File: config.mk
export PLATFORM = sky130hd
export DESIGN_NAME = inst_prefetch_queue
export DESIGN_NICKNAME = d
export VERILOG_FILES = /design/src/rtl/inst_prefetch_queue.sv
export SDC_FILE = /design/constraint.sdc
export NUM_CORES = 1
export LEC_CHECK = 0
export BUFFER_PORTS_ARGS = -buffer_cell sky130_fd_sc_hd__buf_2
export CORE_ASPECT_RATIO = 1.4
export CORE_MARGIN = 2
export CORE_UTILIZATION = 54
export DETAILED_ROUTE_END_ITERATION = 6
export PLACE_DENSITY = 0.84
export SYNTH_ARGS = -nofsm -noshare
export SYNTH_HDL_FRONTEND = slang
export SYNTH_SLANG_ARGS = --single-unit
File: constraint.sdc
create_clock -name CK_REF -period 4.9 [get_ports CK_REF]
set_clock_uncertainty 0.1 [all_clocks]
set_input_delay 0.98 -clock CK_REF [delete_from_list [all_inputs] [get_ports CK_REF]]
set_output_delay 0.98 -clock CK_REF [all_outputs]
set_load 0.005 [all_outputs]
File: src/rtl/inst_prefetch_queue.sv
// Instruction prefetch queue: a small circular buffer of {word address, data}
// filled ahead of the CPU PC from instruction memory, flushed on a PC redirect.
module inst_prefetch_queue #(
    parameter int DEPTH = 4
) (
    input  logic        CK_REF,
    input  logic        RST_N,
    input  logic        HALT,
    input  logic [31:0] FETCH_ADDR,
    output logic [31:0] INST_OUT,
    output logic        INST_VALID,
    output logic        IMEM_REQ,
    output logic [31:0] IMEM_ADDR,
    input  logic        IMEM_ACK,
    input  logic [31:0] IMEM_RDATA
);
    localparam int PW = $clog2(DEPTH);
    localparam int CW = PW + 1;
    localparam logic [CW-1:0] DEPTH_C = CW'(DEPTH);

    typedef enum logic [1:0] {
        ST_IDLE    = 2'b00,
        ST_REQ     = 2'b01,
        ST_DISCARD = 2'b10
    } state_e;

    logic [29:0]   addr_mem_q [DEPTH];
    logic [31:0]   data_mem_q [DEPTH];
    logic [PW-1:0] head_q, head_d;
    logic [PW-1:0] tail_q, tail_d;
    logic [CW-1:0] count_q, count_d;
    logic [29:0]   pf_addr_q, pf_addr_d;
    logic [29:0]   req_addr_q, req_addr_d;
    state_e        state_q, state_d;
    logic          imem_req_q, imem_req_d;
    logic [31:0]   inst_out_q, inst_out_d;

    logic [29:0]   fetch_word_s;
    logic [1:0]    fetch_lsb_unused_s;
    logic          hit_s;
    logic          inflight_s;
    logic          redirect_s;
    logic          push_s;
    logic          pop_s;

    assign fetch_word_s       = FETCH_ADDR[31:2];
    assign fetch_lsb_unused_s = FETCH_ADDR[1:0];

    // Hit / redirect classification of the current fetch address
    always_comb begin
        hit_s      = (count_q != {CW{1'b0}}) && (addr_mem_q[head_q] == fetch_word_s);
        // The outstanding request covers the fetch address, so it is not a redirect yet
        inflight_s = (state_q != ST_IDLE) && (req_addr_q == fetch_word_s);
        redirect_s = !hit_s && ((count_q != {CW{1'b0}}) ||
                                ((fetch_word_s != pf_addr_q) && !inflight_s));
        push_s     = (state_q == ST_REQ) && IMEM_ACK && !redirect_s;
        pop_s      = hit_s && !HALT;
    end

    assign INST_VALID = hit_s;
    assign INST_OUT   = hit_s ? data_mem_q[head_q] : inst_out_q;
    assign IMEM_REQ   = imem_req_q;
    assign IMEM_ADDR  = {req_addr_q, 2'b00};

    // Next-state for queue pointers, prefetch pointer and request FSM
    always_comb begin
        head_d     = head_q;
        tail_d     = tail_q;
        count_d    = count_q;
        pf_addr_d  = pf_addr_q;
        state_d    = state_q;
        req_addr_d = req_addr_q;

        if (redirect_s) begin
            head_d    = {PW{1'b0}};
            tail_d    = {PW{1'b0}};
            count_d   = {CW{1'b0}};
            pf_addr_d = fetch_word_s;
        end else begin
            if (push_s) begin
                tail_d    = tail_q + PW'(1);
                pf_addr_d = pf_addr_q + 30'd1;
            end else begin
                tail_d    = tail_q;
            end
            if (pop_s) begin
                head_d = head_q + PW'(1);
            end else begin
                head_d = head_q;
            end
            count_d = count_q + {{(CW-1){1'b0}}, push_s} - {{(CW-1){1'b0}}, pop_s};
        end

        // Every entry into REQ requests the (possibly redirected) prefetch pointer
        case (state_q)
            ST_IDLE: begin
                if (redirect_s || (count_q < DEPTH_C)) begin
                    state_d    = ST_REQ;
                    req_addr_d = pf_addr_d;
                end else begin
                    state_d    = ST_IDLE;
                end
            end
            ST_REQ: begin
                if (IMEM_ACK) begin
                    if (redirect_s || (count_d < DEPTH_C)) begin
                        state_d    = ST_REQ;
                        req_addr_d = pf_addr_d;
                    end else begin
                        state_d    = ST_IDLE;
                    end
                end else if (redirect_s) begin
                    state_d = ST_DISCARD;
                end else begin
                    state_d = ST_REQ;
                end
            end
            ST_DISCARD: begin
                if (IMEM_ACK) begin
                    state_d    = ST_REQ;
                    req_addr_d = pf_addr_d;
                end else begin
                    state_d    = ST_DISCARD;
                end
            end
            default: begin
                state_d = ST_IDLE;
            end
        endcase

        imem_req_d = (state_d != ST_IDLE);
        inst_out_d = hit_s ? data_mem_q[head_q] : inst_out_q;
    end

    // Control and output registers
    always_ff @(posedge CK_REF or negedge RST_N) begin
        if (!RST_N) begin
            head_q     <= {PW{1'b0}};
            tail_q     <= {PW{1'b0}};
            count_q    <= {CW{1'b0}};
            pf_addr_q  <= 30'd0;
            req_addr_q <= 30'd0;
            state_q    <= ST_IDLE;
            imem_req_q <= 1'b0;
            inst_out_q <= 32'd0;
        end else begin
            head_q     <= head_d;
            tail_q     <= tail_d;
            count_q    <= count_d;
            pf_addr_q  <= pf_addr_d;
            req_addr_q <= req_addr_d;
            state_q    <= state_d;
            imem_req_q <= imem_req_d;
            inst_out_q <= inst_out_d;
        end
    end

    // Queue storage written at the tail on an accepted fetch
    always_ff @(posedge CK_REF or negedge RST_N) begin
        if (!RST_N) begin
            for (int i = 0; i < DEPTH; i++) begin
                addr_mem_q[i] <= 30'd0;
                data_mem_q[i] <= 32'd0;
            end
        end else if (push_s) begin
            addr_mem_q[tail_q] <= pf_addr_q;
            data_mem_q[tail_q] <= IMEM_RDATA;
        end
    end

endmodule
==> results of run 1 <==
cells in the mapped netlist (3+ instances only):
library cell,count
sky130_fd_sc_hd__nand4_1,19
sky130_fd_sc_hd__buf_2,35
sky130_fd_sc_hd__xor2_1,37
sky130_fd_sc_hd__nor3_1,6
sky130_fd_sc_hd__mux2_1,13
sky130_fd_sc_hd__and3_1,7
sky130_fd_sc_hd__nor4_1,10
sky130_fd_sc_hd__mux2i_1,33
sky130_fd_sc_hd__and4_1,4
sky130_fd_sc_hd__nor2_1,11
sky130_fd_sc_hd__o22ai_1,4
sky130_fd_sc_hd__buf_1,13
sky130_fd_sc_hd__a21oi_1,7
sky130_fd_sc_hd__inv_1,17
sky130_fd_sc_hd__xnor2_1,77
sky130_fd_sc_hd__nand3_1,16
sky130_fd_sc_hd__or2_2,4
sky130_fd_sc_hd__nand2_1,22
sky130_fd_sc_hd__clkbuf_1,38
sky130_fd_sc_hd__mux4_2,52
sky130_fd_sc_hd__mux2_2,326
sky130_fd_sc_hd__and2_1,3
sky130_fd_sc_hd__buf_4,4
sky130_fd_sc_hd__o211ai_1,3
sky130_fd_sc_hd__o21ai_0,4
sky130_fd_sc_hd__ha_1,7
sky130_fd_sc_hd__dfrtp_1,350
cell usage in the layout (no fill, tap or decap), drive strengths merged, types with 10 or more instances in the layout:
master,count
buf,223
clkbuf,54
dfrtp,350
inv,19
mux2,339
mux2i,33
mux4,52
nand2,22
nand3,18
nand4,19
nor2,11
nor4,10
xnor2,77
xor2,37
timing repair:
item,CTS,global route
endpoints found under the hold margin,0,0
cloned,1,1
buffers inserted,7,4
setup endpoints to repair,62,32
pin swaps,10,13
gates resized for setup,30,40
sequential cells by signal, indices dropped and copies added, names as in the netlist:
signal      flops
state_q         2
addr_mem_q    120
inst_out_q     32
data_mem_q    128
count_q         3
req_addr_q     30
IMEM_REQ        1
head_q          2
tail_q          2
pf_addr_q      30
metal layers:
metal | global-route usage | vias up | share of wire
li1 | - | 4522 | -
met1 | 0.307 | 5382 | 0.40
met2 | 0.424 | 305 | 0.52
met3 | 0.0377 | 96 | 0.046
met4 | 0.114 | 4 | 0.042
met5 | 0 | - | 0.00053
worst max-delay path, stage by stage, from the launching register on:
cell                        delay [ps]
sky130_fd_sc_hd__dfrtp_4           500
sky130_fd_sc_hd__buf_12            160
sky130_fd_sc_hd__buf_6             110
sky130_fd_sc_hd__mux4_2            450
sky130_fd_sc_hd__xnor2_2           240
sky130_fd_sc_hd__nand4_1           180
sky130_fd_sc_hd__a2111oi_4         400
sky130_fd_sc_hd__nand2_4            80
sky130_fd_sc_hd__or2_4             290
sky130_fd_sc_hd__nor2_4            130
sky130_fd_sc_hd__ha_4              220
sky130_fd_sc_hd__inv_2              70
sky130_fd_sc_hd__ha_4              130
sky130_fd_sc_hd__inv_2              40
sky130_fd_sc_hd__fa_2              370
sky130_fd_sc_hd__xor2_4            180
sky130_fd_sc_hd__xnor2_2           150
sky130_fd_sc_hd__o21ai_1           170
sky130_fd_sc_hd__buf_4             160
sky130_fd_sc_hd__o2bb2ai_4         120
sky130_fd_sc_hd__buf_12            150
sky130_fd_sc_hd__buf_12            150
sky130_fd_sc_hd__mux2_4            300
area by class of cell:
type | instances | area (µm²) | share of cell area
Sequential cell | 350 | 8770 | 0.445
Multi-Input combinational cell | 701 | 7660 | 0.389
Inverter | 18 | 67.6 | 0.00343
Clock inverter | 9 | 116 | 0.00590
Tap cell | 385 | 482 | 0.0244
Clock buffer | 53 | 1030 | 0.0525
Timing Repair Buffer | 224 | 1580 | 0.0802
final timing paths:
check / startpoint / to / slack (ps) / cells after the start
min in group asynchronous: RST_N / addr_mem_q[54] / 430 / 1
worst min register to register: inst_out_q[28] / inst_out_q[28] / 390 / 1
max in group asynchronous: RST_N / inst_out_q[27] / 3160 / 2
worst max-delay path: head_q[0] / req_addr_q[14] / -110 / 22
worst max register to register: head_q[0] / req_addr_q[14] / -110 / 22
worst min-delay path: inst_out_q[28] / inst_out_q[28] / 390 / 1
metrics by stage:
stage / power (W) / util / instance area (µm²) / hold slack, ps / setup TNS [ps]
floorplan: 0.00363 / - / 16600 / 359 / 0
global placement: 0.00411 / 0.603 / 18200 / 369 / -6100
detailed placement: 0.00413 / 0.603 / 18200 / 377 / -7470
CTS: 0.00690 / 0.648 / 19500 / 392 / -1140
global route: 0.00720 / 0.654 / 19700 / 403 / -6590
finish: 0.00696 / 0.654 / 19700 / 391 / -2960
logic make-up after synthesis:
kind of cell    Yosys count
compound gates           44
flops                   350
fa+ha+maj                 8
buf+inv                 108
mux                     424
xor+xnor                114
other cells               1
simple gates            109
power by group:
part	leakage (nW)	switching, W	internal [W]
sequential	4.74	0.000191	0.00303
combinational	4.25	0.000496	0.000562
clock	0.562	0.00111	0.00157
==> insert_results.sql, run 1 <==
INSERT INTO impl_metrics (metric_group, metric, value, unit) VALUES
('yosys', 'synth_xor_area_frac', '0.0602', ''),
('detailed_routing', 'detail_route.first_pass.iterations', '5', ''),
('yosys', 'ys_warn_count', '0', ''),
('setup_path', 'endpoint_kind', 'flip-flop', ''),
('yosys', 'postSynth.asyncResetShare', '1.00', ''),
('detailed_routing', 'wl', '40000', 'µm'),
('clock_network', 'cts_made_buffers', '36', ''),
('clock_network', 'tritoncts', 'built', ''),
('setup_path', 'cp_data_required_time', '5200', 'ps'),
('floorplanning', 'initial_utilization', '0.551', ''),
('floorplanning', 'design.portCount', '134', ''),
('power', 'vdd_ir_drop_max', '0.000316', 'V'),
('timing', 'post-route-worst-setup-slack', '-109', 'ps'),
('floorplanning', 'die-height', '211', 'µm'),
('cells_and_area', 'drive_gt1_frac', '0.507', ''),
('placement', 'buffer_ports.inserted', '129', ''),
('yosys', 'synth_sequential_area_ratio', '0.528', ''),
('yosys', 'synth-simple-area-share', '0.0366', ''),
('yosys', 'synth_fa_ha_area_frac', '0.00648', ''),
('yosys', 'syn-mean-instance-area', '14.3', 'µm²'),
('placement', 'dp_hpwl', '25800', 'µm'),
('yosys', 'synth_top_area_cell', 'sky130_fd_sc_hd__dfrtp_1', ''),
('yosys', 'synth.cell_area', '16600', 'µm²'),
('timing', 'timing.final.setup_violations', '30', ''),
('power', 'p_leak', '9.55', 'nW'),
('grt', 'antenna_found_initial', '2', ''),
('clock_network', 'cts-root-to-sink-buffers', '3', ''),
('yosys', 'ys_ff_latch', '350', ''),
('grt', 'wire_length_of_the_first_global_routing_pass', '62000', 'µm'),
('clock_network', 'clk_latency', '530', 'ps'),
('clock_network', 'numClockSinks', '350', ''),
('clock_network', 'cts-htree-levels', '2', ''),
('placement', 'dp.cells', '1669', ''),
('grt', 'global_route.usage.total', '0.246', ''),
('placement', 'dp_slack', '-261', 'ps'),
('cells_and_area', 'diodes', '0', ''),
('timing', 'max-slew-margin-rel', '0.392', ''),
('yosys', 'netlist.area_leader.share', '0.528', ''),
('clock_network', 'post_cts_hold_buffer_count', '0', ''),
('placement', 'global_placement_routability_congestion', '0.916', ''),
('yosys', 'synth_area_leaders', 'sky130_fd_sc_hd__dfrtp_1, sky130_fd_sc_hd__mux2_2, sky130_fd_sc_hd__mux4_2', ''),
('setup_path', 'cp-start-kind', 'flip-flop', ''),
('setup_path', 'worstPathMaxFanout', '8', ''),
('floorplanning', 'fp.dieArea', '32200', 'µm²'),
('grt', 'grt_max_degree', '120', ''),
('cells_and_area', 'post_layout_nonfiller_instances', '1740', ''),
('setup_path', 'timing.setup.critical_path_class', 'reg -> reg', ''),
('timing', 'unrepaired_setup_endpoints_after_global_routing', 'yes', ''),
('power', 'power_per_cell_area', '353', 'nW/µm²'),
('detailed_routing', 'drtAntennaViolNets', '0', ''),
('yosys', 'yosysUniqueCellTypes', '53', ''),
('yosys', 'number_of_flops_mapped_to_enable_cells_by_yosys', '0', ''),
('timing', 'clock.fmax', '200', 'MHz'),
('detailed_routing', 'mean_number_of_vias_per_cell', '5.92', ''),
('yosys', 'syn-instance-count', '1158', ''),
('floorplanning', 'die_w', '152', 'µm'),
('yosys', 'synth.mux.area_fraction', '0.321', ''),
('yosys', 'synth_top_family_by_area', 'multiplexers', ''),
('hold_path', 'hold_crit_path_type', 'reg -> reg', ''),
('timing', 'worst-slew-pin-transition', '911', 'ps'),
('grt', 'overflow', '0', ''),
('yosys', 'synth_compound_gate_area_share', '0.0201', ''),
('timing', 'final_slew_viol_count', '0', ''),
('detailed_routing', 'drc', '0', ''),
('cells_and_area', 'fillCellCount', '2041', ''),
('floorplanning', 'std_cell_rows', '75', ''),
('clock_network', 'clock_transition_at_the_registers_of_the_reported_paths', '60', 'ps'),
('grt', 'number_of_global_route_vias_before_repair', '11200', ''),
('setup_path', 'timing.critical_path.arrival', '5310', 'ps'),
('detailed_routing', 'via_count', '10300', ''),
('cells_and_area', 'syn2layout_area_growth', '18.8', '%'),
('status', 'failing_checks', 'setup timing', ''),
('timing', 'timing.final.hold_violations', '0', ''),
('cells_and_area', 'nets', '1407', ''),
('yosys', 'synth_top_flop_cell', 'sky130_fd_sc_hd__dfrtp_1', ''),
('floorplanning', 'core_region_area', '30100', 'µm²'),
('detailed_routing', 'drt-initial-drc-count', '619', ''),
('detailed_routing', 'detail_route.wl_per_cell', '23.0', 'µm'),
('timing', 'finalWorstPathRequiredPeriod', '5010', 'ps'),
('status', 'outcome', 'finished with violations', ''),
('clock_network', 'clockRootBuffer', 'sky130_fd_sc_hd__clkbuf_16', ''),
('flow_run', 'timing.max_cap.violations', '0', ''),
('timing', 'final_min_period_over_clock_period', '1.02', '');
Power figures use the tool's default switching activity.
==> run 2: changes to the inputs <==
--- a/config.mk
+++ b/config.mk
@@ -7,10 +7,9 @@
 export LEC_CHECK = 0
 export BUFFER_PORTS_ARGS = -buffer_cell sky130_fd_sc_hd__buf_2
 export CORE_ASPECT_RATIO = 1.4
-export CORE_MARGIN = 2
 export CORE_UTILIZATION = 54
 export DETAILED_ROUTE_END_ITERATION = 6
-export PLACE_DENSITY = 0.84
+export PLACE_DENSITY_LB_ADDON = 0.08
 export SYNTH_ARGS = -nofsm -noshare
 export SYNTH_HDL_FRONTEND = slang
 export SYNTH_SLANG_ARGS = --single-unit
==> run 2 against run 1 <==
Compared with the run above:
- the run now ends clean
- non-clock buffer count grew 5
- clock power about the same
- critical path type unchanged
- global-route usage is 1.3 points higher
- final cell count grew 0.34%
- register-to-register slack better by 150 ps
- routed wire length fell by 3.1%
- setup slack better by 150 ps
- first-iteration DRC count shrank 35%
- cell area grew 0.37%
==> insert_results.sql, run 2 (same netlist as run 1, synthesis figures left out) <==
INSERT INTO impl_metrics (metric_group, metric, value, unit) VALUES
('floorplanning', 'initial_utilization', '0.551', ''),
('timing', 'finalWorstPathRequiredPeriod', '4860', 'ps'),
('cells_and_area', 'finish.instance_area', '19800', 'µm²'),
('timing', 'hold_slack', '389', 'ps'),
('hold_path', 'worst_hold_path.endpoint', 'addr_mem_q[63]', ''),
('grt', 'met1_usage', '0.336', ''),
('clock_network', 'post_cts_hold_buffer_count', '0', ''),
('detailed_routing', 'drt-initial-drc-count', '401', ''),
('cells_and_area', 'nets', '1412', ''),
('floorplanning', 'design.portCount', '134', ''),
('timing', 'timing.final.setup_violations', '0', ''),
('grt', 'wire_length_of_the_first_global_routing_pass', '61300', 'µm'),
('grt', 'antenna_found_initial', '1', ''),
('grt', 'grt_most_used_layer', 'met2', ''),
('power', 'power_report.internal_total', '0.00519', 'W'),
('cells_and_area', 'fillCellCount', '2295', ''),
('clock_network', 'cts-htree-levels', '2', ''),
('detailed_routing', 'drtAntennaViolNets', '0', ''),
('detailed_routing', 'wl', '38700', 'µm'),
('detailed_routing', 'detail_route.wl_per_cell', '22.2', 'µm'),
('clock_network', 'clock_transition_at_the_registers_of_the_reported_paths', '60', 'ps'),
('timing', 'unrepaired_setup_endpoints_after_global_routing', 'yes', ''),
('floorplanning', 'std_cell_rows', '75', ''),
('hold_path', 'hold_crit_path_type', 'reg -> reg', ''),
('placement', 'dp_slack', '-214', 'ps'),
('detailed_routing', 'via_count', '10000', ''),
('cells_and_area', 'leading_cell_types_in_the_layout_fill_and_taps_excluded', 'sky130_fd_sc_hd__dfrtp_1, sky130_fd_sc_hd__mux2_2, sky130_fd_sc_hd__buf_2', ''),
('timing', 'timing.final.hold_violations', '0', ''),
('floorplanning', 'core_region_area', '30100', 'µm²'),
('timing', 'post-route-worst-setup-slack', '43.6', 'ps'),
('timing', 'setup_tns', '0', 'ps'),
('cells_and_area', 'top_register', 'data_mem_q', ''),
('power', 'vdd_ir_drop_max', '0.000268', 'V'),
('timing', 'final_slew_viol_count', '0', ''),
('placement', 'placed_area', '18200', 'µm²'),
('timing', 'worst-slew-pin-transition', '948', 'ps'),
('cells_and_area', 'reg.largest.list', 'data_mem_q: 128 flops, addr_mem_q: 120 flops, inst_out_q: 32 flops', ''),
('power', 'p_comb_frac', '0.149', ''),
('clock_network', 'cts-root-to-sink-buffers', '3', ''),
('cells_and_area', 'largest_reg_flops', '128', ''),
('grt', 'met3_usage', '0.0357', ''),
('clock_network', 'cts_made_buffers', '36', ''),
('grt', 'global_route.usage.total', '0.259', ''),
('setup_path', 'crit_path_start', 'head_q[0]', ''),
('power', 'power.clock.fraction', '0.390', ''),
('setup_path', 'worstPathMaxFanout', '11', ''),
('status', 'outcome', 'finished, final reports clean', ''),
('setup_path', 'crit-reg2reg-launch', 'head_q[0]', ''),
('floorplanning', 'die-height', '209', 'µm'),
('setup_path', 'crit-reg2reg-capture', 'req_addr_q[10]', ''),
('floorplanning', 'fp.dieArea', '31400', 'µm²'),
('setup_path', 'r2r_setup_slack', '40', 'ps'),
('cells_and_area', 'final_common_cell', 'sky130_fd_sc_hd__dfrtp_1', ''),
('clock_network', 'numClockSinks', '350', ''),
('flow_run', 'timing.max_cap.violations', '0', ''),
('setup_path', 'endpoint_kind', 'flip-flop', ''),
('setup_path', 'timing.reg2reg.worst_path_depth', '24', ''),
('detailed_routing', 'drc', '0', ''),
('clock_network', 'clk_latency', '520', 'ps'),
('clock_network', 'clockRootBuffer', 'sky130_fd_sc_hd__clkbuf_16', ''),
('timing', 'clock.fmax', '206', 'MHz'),
('placement', 'buffer_ports.inserted', '129', ''),
('timing', 'max-slew-margin-rel', '0.368', ''),
('grt', 'grt_max_degree', '119', ''),
('power', 'netSwitchingFraction', '0.254', ''),
('grt', 'global_route.usage.met2', '0.441', ''),
('setup_path', 'cp-start-kind', 'flip-flop', ''),
('detailed_routing', 'detail_route.first_pass.iterations', '4', ''),
('placement', 'global_placement_routability_congestion', '0.886', ''),
('cells_and_area', 'syn2layout_area_growth', '19.2', '%'),
('power', 'share_seq_of_total_power', '0.461', ''),
('grt', 'number_of_global_route_vias_before_repair', '10700', ''),
('power', 'p_leak', '9.57', 'nW'),
('power', 'power_per_cell_area', '352', 'nW/µm²'),
('hold_path', 'min-delay-start', 'addr_mem_q[63]', ''),
('hold_path', 'worstHoldPathCells', '1', ''),
('placement', 'dp_hpwl', '25600', 'µm'),
('clock_network', 'tritoncts', 'built', ''),
('setup_path', 'cp_data_required_time', '5200', 'ps'),
('timing', 'final_min_period_over_clock_period', '0.991', ''),
('setup_path', 'timing.critical_path.arrival', '5160', 'ps'),
('floorplanning', 'die_w', '150', 'µm'),
('cells_and_area', 'drive_gt1_frac', '0.509', ''),
('setup_path', 'timing.setup.critical_path_class', 'reg -> reg', ''),
('detailed_routing', 'mean_number_of_vias_per_cell', '5.75', ''),
('grt', 'overflow', '0', ''),
('power', 'p_sw', '0.00177', 'W');
[run 2: per-layer routing]
layer / up-vias / share of wire
met3: 66 / 0.038
met1: 5233 / 0.42
li1: 4541 / -
met5: - / 0
met4: 0 / 0.029
met2: 193 / 0.51
[run 2: critical path, stage by stage, from the launching register on]
cell,delay (ps)
sky130_fd_sc_hd__dfrtp_4,520
sky130_fd_sc_hd__buf_12,140
sky130_fd_sc_hd__buf_12,140
sky130_fd_sc_hd__buf_4,160
sky130_fd_sc_hd__mux4_2,370
sky130_fd_sc_hd__o22ai_4,90
sky130_fd_sc_hd__a311oi_2,260
sky130_fd_sc_hd__o2111a_2,310
sky130_fd_sc_hd__nand3_2,100
sky130_fd_sc_hd__buf_6,140
sky130_fd_sc_hd__o21ai_4,110
sky130_fd_sc_hd__nand2_1,60
sky130_fd_sc_hd__ha_1,260
sky130_fd_sc_hd__inv_1,50
sky130_fd_sc_hd__ha_1,120
sky130_fd_sc_hd__inv_1,50
sky130_fd_sc_hd__fa_2,350
sky130_fd_sc_hd__xor2_2,200
sky130_fd_sc_hd__nand2_1,110
sky130_fd_sc_hd__xnor2_1,180
sky130_fd_sc_hd__nand2b_1,100
sky130_fd_sc_hd__o2bb2ai_4,190
sky130_fd_sc_hd__buf_12,140
sky130_fd_sc_hd__buf_12,130
sky130_fd_sc_hd__mux2_2,340
[run 2: area by class of cell]
class | count | area, µm² | area share
Antenna cell | 2 | 5.00 | 0.000253
Clock inverter | 10 | 109 | 0.00550
Timing Repair Buffer | 229 | 1690 | 0.0855
Sequential cell | 350 | 8770 | 0.443
Clock buffer | 51 | 1060 | 0.0535
Inverter | 18 | 67.6 | 0.00342
Multi-Input combinational cell | 701 | 7600 | 0.384
Tap cell | 385 | 482 | 0.0244
[run 2: stage by stage]
| stage | utilization | total power (W) | instances |
|---|---|---|---|
| 4_1_cts | 0.650 | 0.00692 | 1739 |
| 2_1_floorplan | - | 0.00363 | 1159 |
| 6_report | 0.657 | 0.00696 | 1746 |
| 3_3_place_gp | 0.605 | 0.00411 | 1669 |
| 5_1_grt | 0.657 | 0.00722 | 1744 |
| 3_5_place_dp | 0.605 | 0.00413 | 1669 |
[run 2: what timing repair did]
action	in CTS	in global routing
resized for setup	12	36
cloned	1	1
setup buffers	8	4
pin swaps	5	8
setup endpoints to repair	62	62
endpoints found under the hold margin	0	0
[run 2: power by group through the flow]
stage / Combinational, W / Clock, W / Sequential, W
after CTS: 0.000945 / 0.00278 / 0.00320
after detailed placement: 0.000880 / 0 / 0.00325
after global placement: 0.000869 / 0 / 0.00325
after floorplan: 0.000436 / 0 / 0.00319
after global routing: 0.00111 / 0.00288 / 0.00323
final: 0.00104 / 0.00271 / 0.00321
[run 2: worst max-delay path by stage]
stage / to / slack [ps]
2_1_floorplan: req_addr_q[0] / 10
3_3_place_gp: req_addr_q[10] / -180
3_5_place_dp: req_addr_q[11] / -210
4_1_cts: INST_OUT[30] / -5
5_1_grt: req_addr_q[11] / -140
6_report: req_addr_q[10] / 40
==> run 3: changes to the inputs <==
--- a/config.mk
+++ b/config.mk
@@ -10,6 +10,7 @@
 export CORE_UTILIZATION = 54
 export DETAILED_ROUTE_END_ITERATION = 6
 export PLACE_DENSITY_LB_ADDON = 0.08
+export REMOVE_ABC_BUFFERS = 1
 export SYNTH_ARGS = -nofsm -noshare
 export SYNTH_HDL_FRONTEND = slang
 export SYNTH_SLANG_ARGS = --single-unit
==> run 3 against run 2 <==
Compared with the run above:
- critical endpoint is now req_addr_q[22]
- clock-buffer cell count rose by 7
- flip-flop and latch count did not move
- die area did not move
==> insert_results.sql, run 3 (same netlist as run 1, synthesis figures left out) <==
INSERT INTO impl_metrics (metric_group, metric, value, unit) VALUES
('setup_path', 'worstPathMaxFanout', '10', ''),
('flow_run', 'timing.max_cap.violations', '0', ''),
('cells_and_area', 'finalCoreUtilization', '0.654', ''),
('power', 'power_per_cell_area', '347', 'nW/µm²'),
('cells_and_area', 'final_common_cell', 'sky130_fd_sc_hd__dfrtp_1', ''),
('detailed_routing', 'dr_wl_met2', '20500', 'µm'),
('setup_path', 'cp-start-kind', 'flip-flop', ''),
('timing', 'hold_slack', '389', 'ps'),
('clock_network', 'clockRootBuffer', 'sky130_fd_sc_hd__clkbuf_16', ''),
('floorplanning', 'fp.dieArea', '31400', 'µm²'),
('setup_path', 'timing.critical_path.depth', '22', ''),
('power', 'p_sw', '0.00177', 'W'),
('setup_path', 'critical-path-top-delay-family', 'compound AO/OA/AOI/OAI gates', ''),
('timing', 'worst-slew-pin-transition', '853', 'ps'),
('status', 'outcome', 'finished, final reports clean', ''),
('grt', 'global_route.usage.total', '0.266', ''),
('setup_path', 'timing.setup.critical_path_class', 'reg -> reg', ''),
('power', 'power.clock.fraction', '0.389', ''),
('detailed_routing', 'drt-initial-drc-count', '446', ''),
('cells_and_area', 'top_register', 'data_mem_q', ''),
('grt', 'wire_length_of_the_first_global_routing_pass', '62700', 'µm'),
('placement', 'buffer_ports.inserted', '129', ''),
('placement', 'dp.cells', '1686', ''),
('detailed_routing', 'wl', '40200', 'µm'),
('setup_path', 'timing.critical_path.arrival', '5210', 'ps'),
('power', 'netSwitchingFraction', '0.258', ''),
('detailed_routing', 'drt-met1-wl', '15900', 'µm'),
('clock_network', 'clk_latency', '540', 'ps'),
('detailed_routing', 'detailroute.wirelength.met3', '1850', 'µm'),
('setup_path', 'critical_path.slowest_cell', 'sky130_fd_sc_hd__mux4_2', ''),
('timing', 'max-slew-margin-rel', '0.431', ''),
('detailed_routing', 'drtAntennaViolNets', '0', ''),
('clock_network', 'cts-root-to-sink-buffers', '3', ''),
('placement', 'global_placement_routability_congestion', '0.894', ''),
('grt', 'antenna_found_initial', '1', ''),
('grt', 'number_of_global_route_vias_before_repair', '11100', ''),
('setup_path', 'timing.reg2reg.worst_path_depth', '22', ''),
('cells_and_area', 'syn2layout_area_growth', '18.8', '%'),
('clock_network', 'tritoncts', 'built', ''),
('floorplanning', 'die_w', '150', 'µm'),
('power', 'p_comb_frac', '0.144', ''),
('clock_network', 'numClockSinks', '350', ''),
('power', 'power_report.internal_total', '0.00508', 'W'),
('detailed_routing', 'detail_route.wl_per_cell', '22.8', 'µm'),
('grt', 'grt_max_degree', '107', ''),
('floorplanning', 'design.portCount', '134', ''),
('cells_and_area', 'largest_reg_flops', '128', ''),
('floorplanning', 'initial_utilization', '0.551', ''),
('detailed_routing', 'via_count', '10200', ''),
('timing', 'finalWorstPathRequiredPeriod', '4900', 'ps'),
('setup_path', 'timing.critical_path.cells', 'buf_12 > mux4_2 > xor2_1 > a311oi_2 > o2111a_2 > nand3_2 > buf_4 > o21ai_4 > nand2_1 > ha_1 > inv_1 > ha_1 > inv_2 > fa_2 > xor2_2 > nand2_1 > xnor2_1 > nand2b_1 > o2bb2ai_4 > buf_4 > buf_12 > mux2_2', ''),
('power', 'vdd_ir_drop_max', '0.000311', 'V'),
('power', 'share_seq_of_total_power', '0.467', ''),
('timing', 'unrepaired_setup_endpoints_after_global_routing', 'yes', ''),
('setup_path', 'endpoint_kind', 'flip-flop', ''),
('cells_and_area', 'drive_gt1_frac', '0.509', ''),
('timing', 'setup_tns', '0', 'ps'),
('clock_network', 'cts_made_buffers', '36', ''),
('clock_network', 'cts-htree-levels', '2', ''),
('timing', 'clock.fmax', '204', 'MHz'),
('cells_and_area', 'finish.instance_area', '19700', 'µm²'),
('placement', 'dp_hpwl', '26800', 'µm'),
('timing', 'timing.final.hold_violations', '0', ''),
('timing', 'final_min_period_over_clock_period', '0.999', ''),
('floorplanning', 'die-height', '209', 'µm'),
('grt', 'overflow', '0', ''),
('detailed_routing', 'drc', '0', ''),
('cells_and_area', 'fillCellCount', '2243', ''),
('hold_path', 'worstHoldPathCells', '1', ''),
('clock_network', 'clock_transition_at_the_registers_of_the_reported_paths', '60', 'ps'),
('timing', 'final_slew_viol_count', '0', ''),
('detailed_routing', 'highest_layer', 'met5', ''),
('setup_path', 'slowest_delay', '510', 'ps'),
('cells_and_area', 'reg.largest.list', 'data_mem_q: 128 flops, addr_mem_q: 120 flops, inst_out_q: 32 flops', ''),
('detailed_routing', 'detail_route.first_pass.iterations', '4', ''),
('cells_and_area', 'post_layout_nonfiller_instances', '1763', ''),
('floorplanning', 'std_cell_rows', '75', ''),
('detailed_routing', 'mean_number_of_vias_per_cell', '5.78', ''),
('power', 'p_leak', '9.52', 'nW'),
('setup_path', 'cp_data_required_time', '5210', 'ps'),
('placement', 'placed_area', '18300', 'µm²'),
('floorplanning', 'core_region_area', '30100', 'µm²'),
('setup_path', 'critPathBufInv', '6', ''),
('cells_and_area', 'nets', '1428', ''),
('cells_and_area', 'leading_cell_types_in_the_layout_fill_and_taps_excluded', 'sky130_fd_sc_hd__dfrtp_1, sky130_fd_sc_hd__mux2_2, sky130_fd_sc_hd__buf_2', ''),
('hold_path', 'hold_crit_path_type', 'reg -> reg', ''),
('timing', 'timing.final.setup_violations', '0', '');
-- run 3: cell types whose count changed in the layout (fill, tap and decap cells not counted), moves of 2 or more --
| cell | previous run | this run |
|---|---|---|
| sky130_fd_sc_hd__mux2_2 | 305 | 326 |
| sky130_fd_sc_hd__clkinvlp_4 | 2 | 0 |
| sky130_fd_sc_hd__buf_6 | 4 | 2 |
| sky130_fd_sc_hd__buf_12 | 18 | 14 |
| sky130_fd_sc_hd__clkbuf_1 | 6 | 14 |
| sky130_fd_sc_hd__clkinv_2 | 5 | 2 |
| sky130_fd_sc_hd__buf_4 | 75 | 97 |
| sky130_fd_sc_hd__mux2_4 | 21 | 0 |
-- run 3: final cells by class --
class	instances	area, µm²	share of cell area
flip-flops and latches	350	8770	0.445
well taps	385	482	0.0244
repair buffers	245	1760	0.0894
inverters	18	67.6	0.00343
clock buffers	58	1060	0.0540
multi-input cells	701	7500	0.381
diodes	1	2.50	0.000127
clock inverters	5	65.1	0.00330
-- run 3: timing repair --
action,CTS,global route
gates cloned,1,3
pin swaps,3,3
setup buffers,5,6
gates resized for setup,9,20
hold buffers,0,0
setup endpoints to repair,32,62
-- run 3: power groups by stage --
stage	registers [W]	clock network (W)	logic (W)
after global placement	0.00325	0	0.000847
final	0.00320	0.00266	0.000983
after CTS	0.00320	0.00273	0.000926
after global routing	0.00322	0.00283	0.00106
after detailed placement	0.00325	0	0.000857
after floorplan	0.00322	0	0.000387
-- run 3: worst paths after layout --
kind,endpoint,startpoint,slack (ps)
worst max-delay path,req_addr_q[22],head_q[0],3
worst min-delay path,inst_out_q[10],inst_out_q[10],390
worst max register to register,req_addr_q[22],head_q[0],3
worst min register to register,inst_out_q[10],inst_out_q[10],390
max in group asynchronous,head_q[1],RST_N,3230
min in group asynchronous,addr_mem_q[112],RST_N,420
-- run 3: routing by layer --
layer / up-vias / global-route usage
li1: 4556 / -
met1: 5294 / 0.325
met2: 257 / 0.459
met3: 84 / 0.0433
met4: 2 / 0.120
met5: - / 0
-- run 3: metrics by stage --
stage          worst slack (ps)  total power [W]
4_1_cts                    7.28          0.00686
6_report                   2.68          0.00685
3_3_place_gp               -235          0.00410
2_1_floorplan             -3880          0.00360
5_1_grt                    -187          0.00711
3_5_place_dp               -292          0.00411
-- run 3: worst register-to-register path: stages (launching register included) --
cell	delay, ps
sky130_fd_sc_hd__dfrtp_4	490
sky130_fd_sc_hd__buf_12	150
sky130_fd_sc_hd__mux4_2	510
sky130_fd_sc_hd__xor2_1	170
sky130_fd_sc_hd__a311oi_2	290
sky130_fd_sc_hd__o2111a_2	330
sky130_fd_sc_hd__nand3_2	100
sky130_fd_sc_hd__buf_4	160
sky130_fd_sc_hd__o21ai_4	140
sky130_fd_sc_hd__nand2_1	80
sky130_fd_sc_hd__ha_1	270
sky130_fd_sc_hd__inv_1	60
sky130_fd_sc_hd__ha_1	140
sky130_fd_sc_hd__inv_2	40
sky130_fd_sc_hd__fa_2	350
sky130_fd_sc_hd__xor2_2	190
sky130_fd_sc_hd__nand2_1	110
sky130_fd_sc_hd__xnor2_1	170
sky130_fd_sc_hd__nand2b_1	110
sky130_fd_sc_hd__o2bb2ai_4	180
sky130_fd_sc_hd__buf_4	150
sky130_fd_sc_hd__buf_12	150
sky130_fd_sc_hd__mux2_2	350
